**config.mk**
```make
export PLATFORM = sky130hd
export DESIGN_NAME = stim_mon
export DESIGN_NICKNAME = d
export VERILOG_FILES = /design/src/rtl/stim_pkg.sv /design/src/rtl/stim_satcnt.sv /design/src/rtl/stim_mon.sv
export SDC_FILE = /design/constraint.sdc
export NUM_CORES = 1
export LEC_CHECK = 0
export BUFFER_PORTS_ARGS = -buffer_cell sky130_fd_sc_hd__buf_2
export CAP_MARGIN = 10
export CELL_PAD_IN_SITES_DETAIL_PLACEMENT = 0
export CELL_PAD_IN_SITES_GLOBAL_PLACEMENT = 2
export CORE_MARGIN = 2
export CORE_UTILIZATION = 41
export DETAILED_ROUTE_END_ITERATION = 8
export PLACE_DENSITY_LB_ADDON = 0.1
export SETUP_SLACK_MARGIN = 0.3
export SLEW_MARGIN = 20
export SYNTH_ARGS = -nofsm -noshare
export SYNTH_HDL_FRONTEND = slang
export SYNTH_HIERARCHICAL = 1
export SYNTH_SLANG_ARGS = --single-unit
```
**constraint.sdc**
```tcl
create_clock -name clk_i -period 6.35 [get_ports clk_i]
set_input_delay 0.635 -clock clk_i [delete_from_list [all_inputs] [get_ports clk_i]]
set_output_delay 0.635 -clock clk_i [all_outputs]
set_load 0.05 [all_outputs]
```
**src/rtl/stim_pkg.sv**
```systemverilog
// rtl/stim_pkg.sv - shared widths and FSM encoding for the stimulation pulse monitor
package stim_pkg;

  localparam int W_PULSE    = 14;
  localparam int W_INTERVAL = 16;
  localparam int W_NUM      = 12;

  typedef enum logic [2:0] {
    M_IDLE     = 3'd0,
    M_PH1      = 3'd1,
    M_GAP      = 3'd2,
    M_PH2      = 3'd3,
    M_INTERVAL = 3'd4
  } mon_state_e;

endpackage

```
**src/rtl/stim_satcnt.sv**
```systemverilog
// rtl/stim_satcnt.sv - saturating up-counter; clear together with enable restarts at 1
module stim_satcnt #(
  parameter int W = 14
) (
  input  logic         clk_i,
  input  logic         reset_n_i,
  input  logic         clr_i,
  input  logic         en_i,
  output logic [W-1:0] cnt_o
);

  logic [W-1:0] cnt_q, cnt_d;

  always_comb begin
    cnt_d = cnt_q;
    if (clr_i) begin
      cnt_d = en_i ? W'(1) : '0;
    end else if (en_i && (cnt_q != {W{1'b1}})) begin
      cnt_d = cnt_q + W'(1);
    end
  end

  always_ff @(posedge clk_i or negedge reset_n_i) begin
    if (!reset_n_i) cnt_q <= '0;
    else            cnt_q <= cnt_d;
  end

  assign cnt_o = cnt_q;

endmodule

```
**src/rtl/stim_mon.sv**
```systemverilog
// rtl/stim_mon.sv - measures biphasic stimulation pulses (widths, gap, interval) and flags faults
module stim_mon
  import stim_pkg::*;
#(
  parameter int GAP_TIMEOUT = 16383
) (
  input  logic                  clk_i,
  input  logic                  reset_n_i,
  input  logic                  anode_en_i,
  input  logic                  cathode_en_i,
  input  logic                  mon_en_i,
  input  logic                  bal_chk_en_i,
  input  logic [W_PULSE-1:0]    max_phase_i,
  input  logic                  clear_err_i,
  output logic [W_PULSE-1:0]    meas_wa_o,
  output logic [W_PULSE-1:0]    meas_wc_o,
  output logic [W_PULSE-1:0]    meas_gap_o,
  output logic [W_INTERVAL-1:0] meas_interval_o,
  output logic                  meas_pol_o,
  output logic                  meas_valid_o,
  output logic [W_NUM-1:0]      pulse_cnt_o,
  output logic                  err_overlap_o,
  output logic                  err_overlength_o,
  output logic                  err_imbalance_o
);

  mon_state_e            state_q, state_d;
  logic                  pol_q;
  logic [W_PULSE-1:0]    w1_q;
  logic [W_INTERVAL-1:0] int_lat_q;
  logic [W_PULSE-1:0]    ph_cnt, gap_cnt, ph_nxt, w2;
  logic [W_INTERVAL-1:0] int_cnt;
  logic                  both, any_en, first_en, second_en, gap_expire;
  logic                  start, enter_ph2, close_bi, close_mono, close, w1_ld;
  logic                  ph_clr, ph_en, gap_clr, gap_en, int_clr, int_en;
  logic                  set_overlap, set_overlength, set_imbalance;

  assign both       = anode_en_i & cathode_en_i;
  assign any_en     = anode_en_i | cathode_en_i;
  assign first_en   = pol_q ? anode_en_i : cathode_en_i;
  assign second_en  = pol_q ? cathode_en_i : anode_en_i;
  assign gap_expire = ({1'b0, gap_cnt} + 15'd1) == 15'(GAP_TIMEOUT);

  always_comb begin
    state_d = state_q;
    start = 1'b0; enter_ph2 = 1'b0; close_bi = 1'b0; close_mono = 1'b0; w1_ld = 1'b0;
    ph_clr = 1'b0; ph_en = 1'b0; gap_clr = 1'b0; gap_en = 1'b0;
    int_clr = 1'b0; int_en = 1'b0; set_overlap = 1'b0;
    if (!mon_en_i) begin
      state_d = M_IDLE;
      ph_clr = 1'b1; gap_clr = 1'b1; int_clr = 1'b1;
    end else if (both) begin
      set_overlap = 1'b1;
      state_d = M_IDLE;
      ph_clr = 1'b1; gap_clr = 1'b1; int_clr = 1'b1;
    end else begin
      case (state_q)
        M_IDLE, M_INTERVAL: begin
          if (any_en) start = 1'b1;
          else        int_en = (state_q == M_INTERVAL);
        end
        M_PH1: begin
          if (first_en) begin
            ph_en = 1'b1;
          end else begin
            w1_ld = 1'b1;
            if (second_en) begin
              enter_ph2 = 1'b1;
            end else begin
              state_d = M_GAP;
              gap_en = 1'b1; int_en = 1'b1;
            end
          end
        end
        M_GAP: begin
          if (second_en) begin
            enter_ph2 = 1'b1;
          end else if (first_en) begin
            close_mono = 1'b1; start = 1'b1;
          end else begin
            // Gap cycles also run the interval counter so a timed-out gap counts as idle time.
            gap_en = 1'b1; int_en = 1'b1;
            if (gap_expire) begin
              close_mono = 1'b1;
              state_d = M_INTERVAL;
            end
          end
        end
        M_PH2: begin
          if (second_en) begin
            ph_en = 1'b1;
          end else begin
            close_bi = 1'b1;
            if (first_en) start = 1'b1;
            else begin
              state_d = M_INTERVAL;
              int_en = 1'b1;
            end
          end
        end
        default: state_d = M_IDLE;
      endcase
      if (start) begin
        state_d = M_PH1;
        ph_clr = 1'b1; ph_en = 1'b1; gap_clr = 1'b1; int_clr = 1'b1;
      end
      if (enter_ph2) begin
        state_d = M_PH2;
        ph_clr = 1'b1; ph_en = 1'b1; int_clr = 1'b1;
      end
    end
  end

  stim_satcnt #(.W(W_PULSE)) u_ph_cnt (
    .clk_i(clk_i), .reset_n_i(reset_n_i), .clr_i(ph_clr), .en_i(ph_en), .cnt_o(ph_cnt)
  );
  stim_satcnt #(.W(W_PULSE)) u_gap_cnt (
    .clk_i(clk_i), .reset_n_i(reset_n_i), .clr_i(gap_clr), .en_i(gap_en), .cnt_o(gap_cnt)
  );
  stim_satcnt #(.W(W_INTERVAL)) u_int_cnt (
    .clk_i(clk_i), .reset_n_i(reset_n_i), .clr_i(int_clr), .en_i(int_en), .cnt_o(int_cnt)
  );

  assign ph_nxt         = ph_clr ? W_PULSE'(1) : ((&ph_cnt) ? ph_cnt : ph_cnt + W_PULSE'(1));
  assign set_overlength = ph_en && (max_phase_i != '0) && (ph_nxt == max_phase_i);
  assign close          = close_bi | close_mono;
  assign w2             = close_bi ? ph_cnt : '0;
  assign set_imbalance  = close_bi && bal_chk_en_i && (w1_q != ph_cnt);

  always_ff @(posedge clk_i or negedge reset_n_i) begin
    if (!reset_n_i) begin
      state_q <= M_IDLE; pol_q <= 1'b0; w1_q <= '0; int_lat_q <= '0;
      meas_wa_o <= '0; meas_wc_o <= '0; meas_gap_o <= '0; meas_interval_o <= '0;
      meas_pol_o <= 1'b0; meas_valid_o <= 1'b0; pulse_cnt_o <= '0;
      err_overlap_o <= 1'b0; err_overlength_o <= 1'b0; err_imbalance_o <= 1'b0;
    end else begin
      state_q <= state_d;
      if (start) begin
        pol_q     <= anode_en_i;
        int_lat_q <= (state_q == M_IDLE) ? '0 : int_cnt;
      end
      if (w1_ld) w1_q <= ph_cnt;
      meas_valid_o <= close;
      if (close) begin
        meas_pol_o      <= pol_q;
        meas_wa_o       <= pol_q ? w1_q : w2;
        meas_wc_o       <= pol_q ? w2 : w1_q;
        meas_gap_o      <= close_bi ? gap_cnt : '0;
        meas_interval_o <= int_lat_q;
      end
      if (!mon_en_i)  pulse_cnt_o <= '0;
      else if (close) pulse_cnt_o <= pulse_cnt_o + W_NUM'(1);
      err_overlap_o    <= set_overlap    | (err_overlap_o    & ~clear_err_i);
      err_overlength_o <= set_overlength | (err_overlength_o & ~clear_err_i);
      err_imbalance_o  <= set_imbalance  | (err_imbalance_o  & ~clear_err_i);
    end
  end

endmodule
```
; Word-level counts from Yosys, hierarchy flattened
; Index checks and enable logic that the tools add are counted.
[classes]
addsub = 5
mul = 0
n_div = 0
n_lt_le_gt_ge = 0
n_eq_ne = 19
n_shift = 0
n_mux = 81
bitwise = 10
reduce_logical = 16
[ops]
columns = cell, n
row1 = $mux 14, 10
row2 = $mux 1, 49
row3 = $mux 16, 3
row4 = $ne 6x6->1 const B, 7
row5 = $mux 3, 11
row6 = $add 14x1->14 const B, 2
row7 = $ne 14x14->1 const B, 2
row8 = $mux 12, 2
row9 = $add 16x1->16 const B, 1
row10 = $ne 16x16->1 const B, 1
row11 = $add 14x1->15 const B, 1
row12 = $eq 15x14->1 const B, 1
row13 = $eq 14x14->1, 1
row14 = $ne 14x14->1, 1
row15 = $reduce_and 14->1, 1
row16 = $reduce_bool 14->1, 1
row17 = $add 12x1->12 const B, 1
row18 = $pmux 3 s4, 1
row19 = $pmux 1 s2, 4
row20 = $reduce_and 8->1, 1
row21 = $logic_and 1x1->1, 7
row22 = $eq 3x2->1 const B, 2
row23 = $reduce_bool 2->1, 3
row24 = $ne 5x5->1 const B, 1
row25 = other kinds (9), 17
[totals]
ff_bits = 153
latchBits = 0
ram_bits = 0
rom_bits = 0
input_bits = 21
out_inout_bits = 75
wordCells = 148
n_memories = 0

; Depth between registers and ports, before layout
[depth]
ltp_word = 14
mapped_depth = 10
ltp_nobuf = 8

; Hierarchy
; The synthesis kept the hierarchy.
[by_module_without_submodules]
columns = mod, n_inst, cells_per_inst, area_each_um2, seq_area_each_um2
row1 = stim_mon, 1, 610, 5908.2, 2727.6
row2 = stim_satcnt (u_int_cnt), 1, 102, 959.7, 400.4
row3 = stim_satcnt (u_ph_cnt), 1, 80, 848.3, 350.3
row4 = stim_satcnt (u_gap_cnt), 1, 80, 827.0, 350.3

; Worst setup path after synthesis
; Ideal clock, no wire load.
[synth_timing]
path_kind = input -> register
startpoint = input cathode_en_i
endpoint = register u_int_cnt.cnt_q[2] (netlist: u_int_cnt/cnt_o[2])
setup_ns = 0.136
arrival_time_ns = 2.372
required_time_ns = 6.214
path_slack_ns = 3.842
path_stages = 9
path_buffers = 3
cell_sequence = buf_2 nor2b_1 a21oi_2 o21ai_2 nor2_1 inv_1 clkbuf_1 buf_1 nor3_1
[synth_between]
elab_chain_len = 11
elab_cells_between_ends = 30
classes_between = 26 x mux / 2 x bitwise / 2 x reduce/logical
[synth_lines]
columns = item, line
row1 = start: declaration, stim_mon.sv:10  ; input logic cathode_en_i,
row2 = $mux 1, stim_mon.sv:40  ; assign first_en = pol_q ? anode_en_i : cathode_en_i;
row3 = $mux 1, "stim_mon.sv:78, stim_mon.sv:94"
row4 = $mux 1, stim_mon.sv:90  ; if (second_en) begin
row5 = $pmux 1 s2, stim_mon.sv:57  ; case (state_q)
row6 = $mux 1, stim_mon.sv:52  ; end else if (both) begin
row7 = $mux 1, stim_mon.sv:49  ; if (!mon_en_i) begin
row8 = $mux 1, stim_mon.sv:103  ; if (start) begin
row9 = $mux 1, stim_mon.sv:107  ; if (enter_ph2) begin
row10 = $mux 1 (*), stim_mon.sv:52
row11 = $mux 1 (*), stim_mon.sv:49
row12 = named net int_clr, stim_mon.sv:35  ; logic ph_clr, ph_en, gap_clr, gap_en, int_clr, int_en;
row13 = $mux 16 / $reduce_bool 2->1 (equally long branches), n/a
row14 = end signal: assignment, stim_satcnt.sv:25  ; else cnt_q <= cnt_d;
row15 = end: declaration, stim_satcnt.sv:12  ; logic [W-1:0] cnt_q, cnt_d;
; Mark *: on every way through the listed nets, which the timed path passes. The rest lies on a longest branch. The select of a mux whose other input is x is not followed.
; A chain may end at the register's enable or synchronous reset.

; Worst setup path in the final report
[layout_timing]
startpoint = register pol_q
endpoint = register u_int_cnt.cnt_q[0] (netlist: u_int_cnt/cnt_o[0])
[layout_between]
elab_chain_len = 11
elab_cells_between_ends = 27
classes_between = 25 x mux / 2 x reduce/logical
[layout_lines]
columns = item, line
row1 = start: declaration, stim_mon.sv:28  ; logic pol_q;
row2 = start signal: assignment, stim_mon.sv:139  ; pol_q <= anode_en_i;
row3 = $mux 1, stim_mon.sv:40
row4 = $mux 1, "stim_mon.sv:78, stim_mon.sv:94"
row5 = $mux 1, stim_mon.sv:90
row6 = $pmux 1 s2, stim_mon.sv:57
row7 = $mux 1, stim_mon.sv:52
row8 = $mux 1, stim_mon.sv:49
row9 = $mux 1, stim_mon.sv:103
row10 = $mux 1 (*), stim_mon.sv:107
row11 = $mux 1 (*), stim_mon.sv:52
row12 = $mux 1 (*), stim_mon.sv:49
row13 = named net int_clr, stim_mon.sv:35
row14 = $mux 16 / $reduce_bool 2->1 (equally long branches), n/a
; Marked as above.

==> flow_metrics.py <==
metrics = {
    "power": {
        "power.density_nw_per_um2": 230.9,
        "p_leak_nw": 4.383,
        "peakVddDrop_v": 0.0001924,
    },
    "timing": {
        "final_hold_viol_count": 0,
        "period_needed_ns": 3.519,
        "tightest_slew_ns": 0.8898,
        "fin_setup_tns_ns": 0,
        "setup_violations": 0,
        "finClkSkew_ns": 0.01325,
        "grt_setup_unrepaired": "no",
        "slew_headroom": 0.4068,
        "period_share": 0.5541,
        "fmax_mhz": 284.2,
        "drv_slew": 0,
    },
    "global_routing": {
        "grt_pass1_vias": 6793,
        "overflow": 0,
        "grt_max_degree": 85,
        "grt_use_total": 0.2046,
        "antenna_found_initial": 0,
        "grt_pass1_wl_mm": 36.25,
    },
    "detailed_routing": {
        "vias": 6963,
        "totalWireLength_mm": 22.00,
        "top_layer_used": "met4",
        "drtIter0Drc": 479,
        "drc": 0,
        "vias_per_cell": 5.721,
        "wl_met2_mm": 10.87,
        "drtAntennaViolNets": 0,
        "wire_per_inst_um": 18.08,
        "wl_met3_um": 645,
        "drt_first_pass_iters": 4,
        "m1WireLength_mm": 10.07,
    },
    "synth": {
        "ys_warn_count": 6,
        "synthCells": 872,
        "synth_edf_count": 0,
        "synth_top_flop_cell": "dfrtp_1",
        "yosysUniqueCellTypes": 85,
        "syn-num-nets": 898,
        "yosysSeqAreaShare": 0.4482,
        "netlist_area_um2": 8543,
        "syn_avg_cell_area_um2": 9.797,
        "async_flop_share": 1.000,
        "ys_ff_latch": 153,
    },
    "die": {
        "die_area_um2": 22010,
        "placementRows": 52,
        "io_pins": 96,
        "die_x_um": 148.4,
        "start_util": 0.4195,
        "core_area_um2": 20360,
        "die_h_um": 148.4,
    },
    "clock_tree": {
        "cts_max_level": 4,
        "cts_tree": "yes",
        "cts_hold_buf": 0,
        "clkLatencyLatePin_ns": 0.43,
        "cts_resized": 0,
        "path_clk_slew_ns": 0.07,
        "cts_setup_buffers": 0,
        "numCtsBuffers": 17,
        "cts_root_buf": "clkbuf_16",
        "cts_num_sinks": 153,
        "cts.path.max_buffers": 2,
    },
    "status": {
        "status": "finished, final reports clean",
    },
    "worst_setup_path": {
        "worstSetupStartpoint": "pol_q",
        "setup.worst_path.class": "reg2reg",
        "endpoint": "u_int_cnt/cnt_o[0]",
        "cp-end-kind": "flip-flop",
        "worstPathMaxFanout": 37,
        "timing.critical_path.arrival_ns": 3.79,
        "rrSetupSlack_ns": 2.83,
        "startpoint_type": "flip-flop",
        "r2r_cells": 9,
        "r2r_start": "pol_q",
        "rr_endpoint": "u_int_cnt/cnt_o[0]",
        "worstPathRequired_ns": 6.62,
    },
    "finish": {
        "syn2layout_area_growth_pct": 13.65,
        "drive_gt1_frac": 0.2228,
        "num_antenna_cells": 0,
        "stdcell_area_um2": 9709,
        "fin_nets": 960,
    },
    "placement": {
        "place_congestion": 0.8003,
        "io_buffers": 95,
        "dpl-instance-area_um2": 9123,
        "dp_hpwl_mm": 15.09,
    },
    "job": {
        "cap_violations": 0,
    },
    "min_path": {
        "hold_path_class": "in2async",
    },
}
[metrics by stage]
step	power [mW]	instances	hold slack, ns	setup slack [ns]	util
finish	2.242	1217	0.2520	2.831	0.4768
global route	2.337	1217	0.3089	2.567	0.4768
CTS	2.270	1217	0.2874	2.407	0.4767
detailed placement	1.249	1185	0.4657	2.452	0.4480
global placement	1.245	1185	0.4629	2.565	0.4477
floorplan	1.176	872	0.3394	3.842	-
[cell families (layout without fill, tap and decap cells)]
| family | count (synthesis) | count (layout) | synth area share |
|---|---|---|---|
| and+or+nand+nor | 339 | 339 | 0.2367 |
| buffers and inverters | 78 | 153 | 0.04277 |
| AOI/OAI and AO/OA | 216 | 216 | 0.1671 |
| adders and majority gates | 5 | 5 | 0.007323 |
| xor gates and xnor gates | 27 | 27 | 0.02768 |
| DFF | 153 | 153 | 0.4482 |
| muxes | 54 | 54 | 0.07030 |
[cell usage after synthesis, drive strengths merged, types with 4 or more instances]
cell       n  area, µm²
xor2      16      140.1
xnor2     11      96.34
a21oi     59      302.8
a211oi     7      67.57
or4       13      105.1
inv       22      82.58
nand2b     5      31.28
a31oi      4      25.02
and3      27      168.9
nand4     28      292.8
mux2      38      427.9
nor4      17      157.7
dfrtp    153       3829
nor2b     11      68.82
nand2    100      377.9
o31ai     12      90.09
and4      13      118.9
nor2      38      142.6
a22o      15      131.4
and2      13      81.33
buf       29      172.7
ha         5      62.56
o41ai      6      97.60
mux2i     16      172.7
clkbuf    26      97.59
nand3     26      142.6
nand3b     4      30.03
or3       16      111.4
o21ai     78      394.1
o2111ai    4      35.03
nor3      15      75.07
[where the power goes]
| group | leakage, nW | total [mW] | switching (mW) | internal (mW) |
|---|---|---|---|---|
| Clock | 0.287 | 1.01 | 0.441 | 0.572 |
| Combinational | 1.97 | 0.201 | 0.145 | 0.0562 |
| Sequential | 2.13 | 1.03 | 0.0362 | 0.993 |
[worst min-delay path by stage]
stage | to | slack, ns | cells after the start
after global routing | meas_wc_o[8] | 0.31 | 1
final | meas_wc_o[7] | 0.25 | 1
after floorplan | err_imbalance_o | 0.34 | 0
after detailed placement | meas_wc_o[13] | 0.47 | 2
after CTS | meas_wc_o[7] | 0.29 | 1
after global placement | meas_wa_o[10] | 0.46 | 2
[flip-flops by register name, summed over array words and instances, names as in the netlist, 14 cells and up]
name	count
int_lat_q	16
meas_gap_o	14
meas_interval_o	16
meas_wa_o	14
meas_wc_o	14
u_gap_cnt/cnt_o	14
u_int_cnt/cnt_o	16
u_ph_cnt/cnt_o	14
w1_q	14
[layout make-up]
class                   instances  area (µm²)
fillers                      1943       10660
clock inverters                13       132.6
multi-input cells             641        4362
flip-flops and latches        153        3830
clock buffers                  19       452.9
inverters                      22       82.58
repair buffers                 99       511.7
well taps                     270       337.8
[worst max-delay path: stages, from the launching register on]
cell	delay [ns]
dfrtp_2	0.75
inv_2	0.38
a2bb2oi_2	0.25
o21ai_2	0.44
nor2_1	0.26
inv_1	0.55
buf_4	0.37
inv_1	0.09
o211ai_1	0.09
o311ai_0	0.15
[cells in the final DEF (no fill, tap or decap), types with 10 or more instances in the layout]
cell type | synthesis | layout
nor4_1 | 13 | 13
o31ai_1 | 12 | 12
inv_1 | 19 | 19
nand2_1 | 99 | 99
xor2_1 | 16 | 16
or3_1 | 10 | 10
and2_1 | 13 | 13
and4_1 | 10 | 10
o21ai_0 | 74 | 74
nand3_1 | 25 | 24
mux2_2 | 33 | 33
dfrtp_1 | 153 | 152
nand4_1 | 19 | 19
clkbuf_16 | 0 | 17
buf_2 | 18 | 94
a21oi_1 | 57 | 57
xnor2_1 | 11 | 11
nor3_1 | 15 | 15
or4_1 | 11 | 11
nor2_1 | 38 | 37
nor2b_1 | 11 | 11
and3_1 | 27 | 27
mux2i_1 | 15 | 15
a22o_1 | 15 | 15
[metal layers]
| layer | up-vias | GRT usage |
|---|---|---|
| li1 | 3346 | - |
| met1 | 3445 | 0.2769 |
| met2 | 145 | 0.3391 |
| met3 | 27 | 0.03037 |
| met4 | 0 | 0.06714 |
| met5 | - | 0 |
Power figures use the tool's default switching activity.
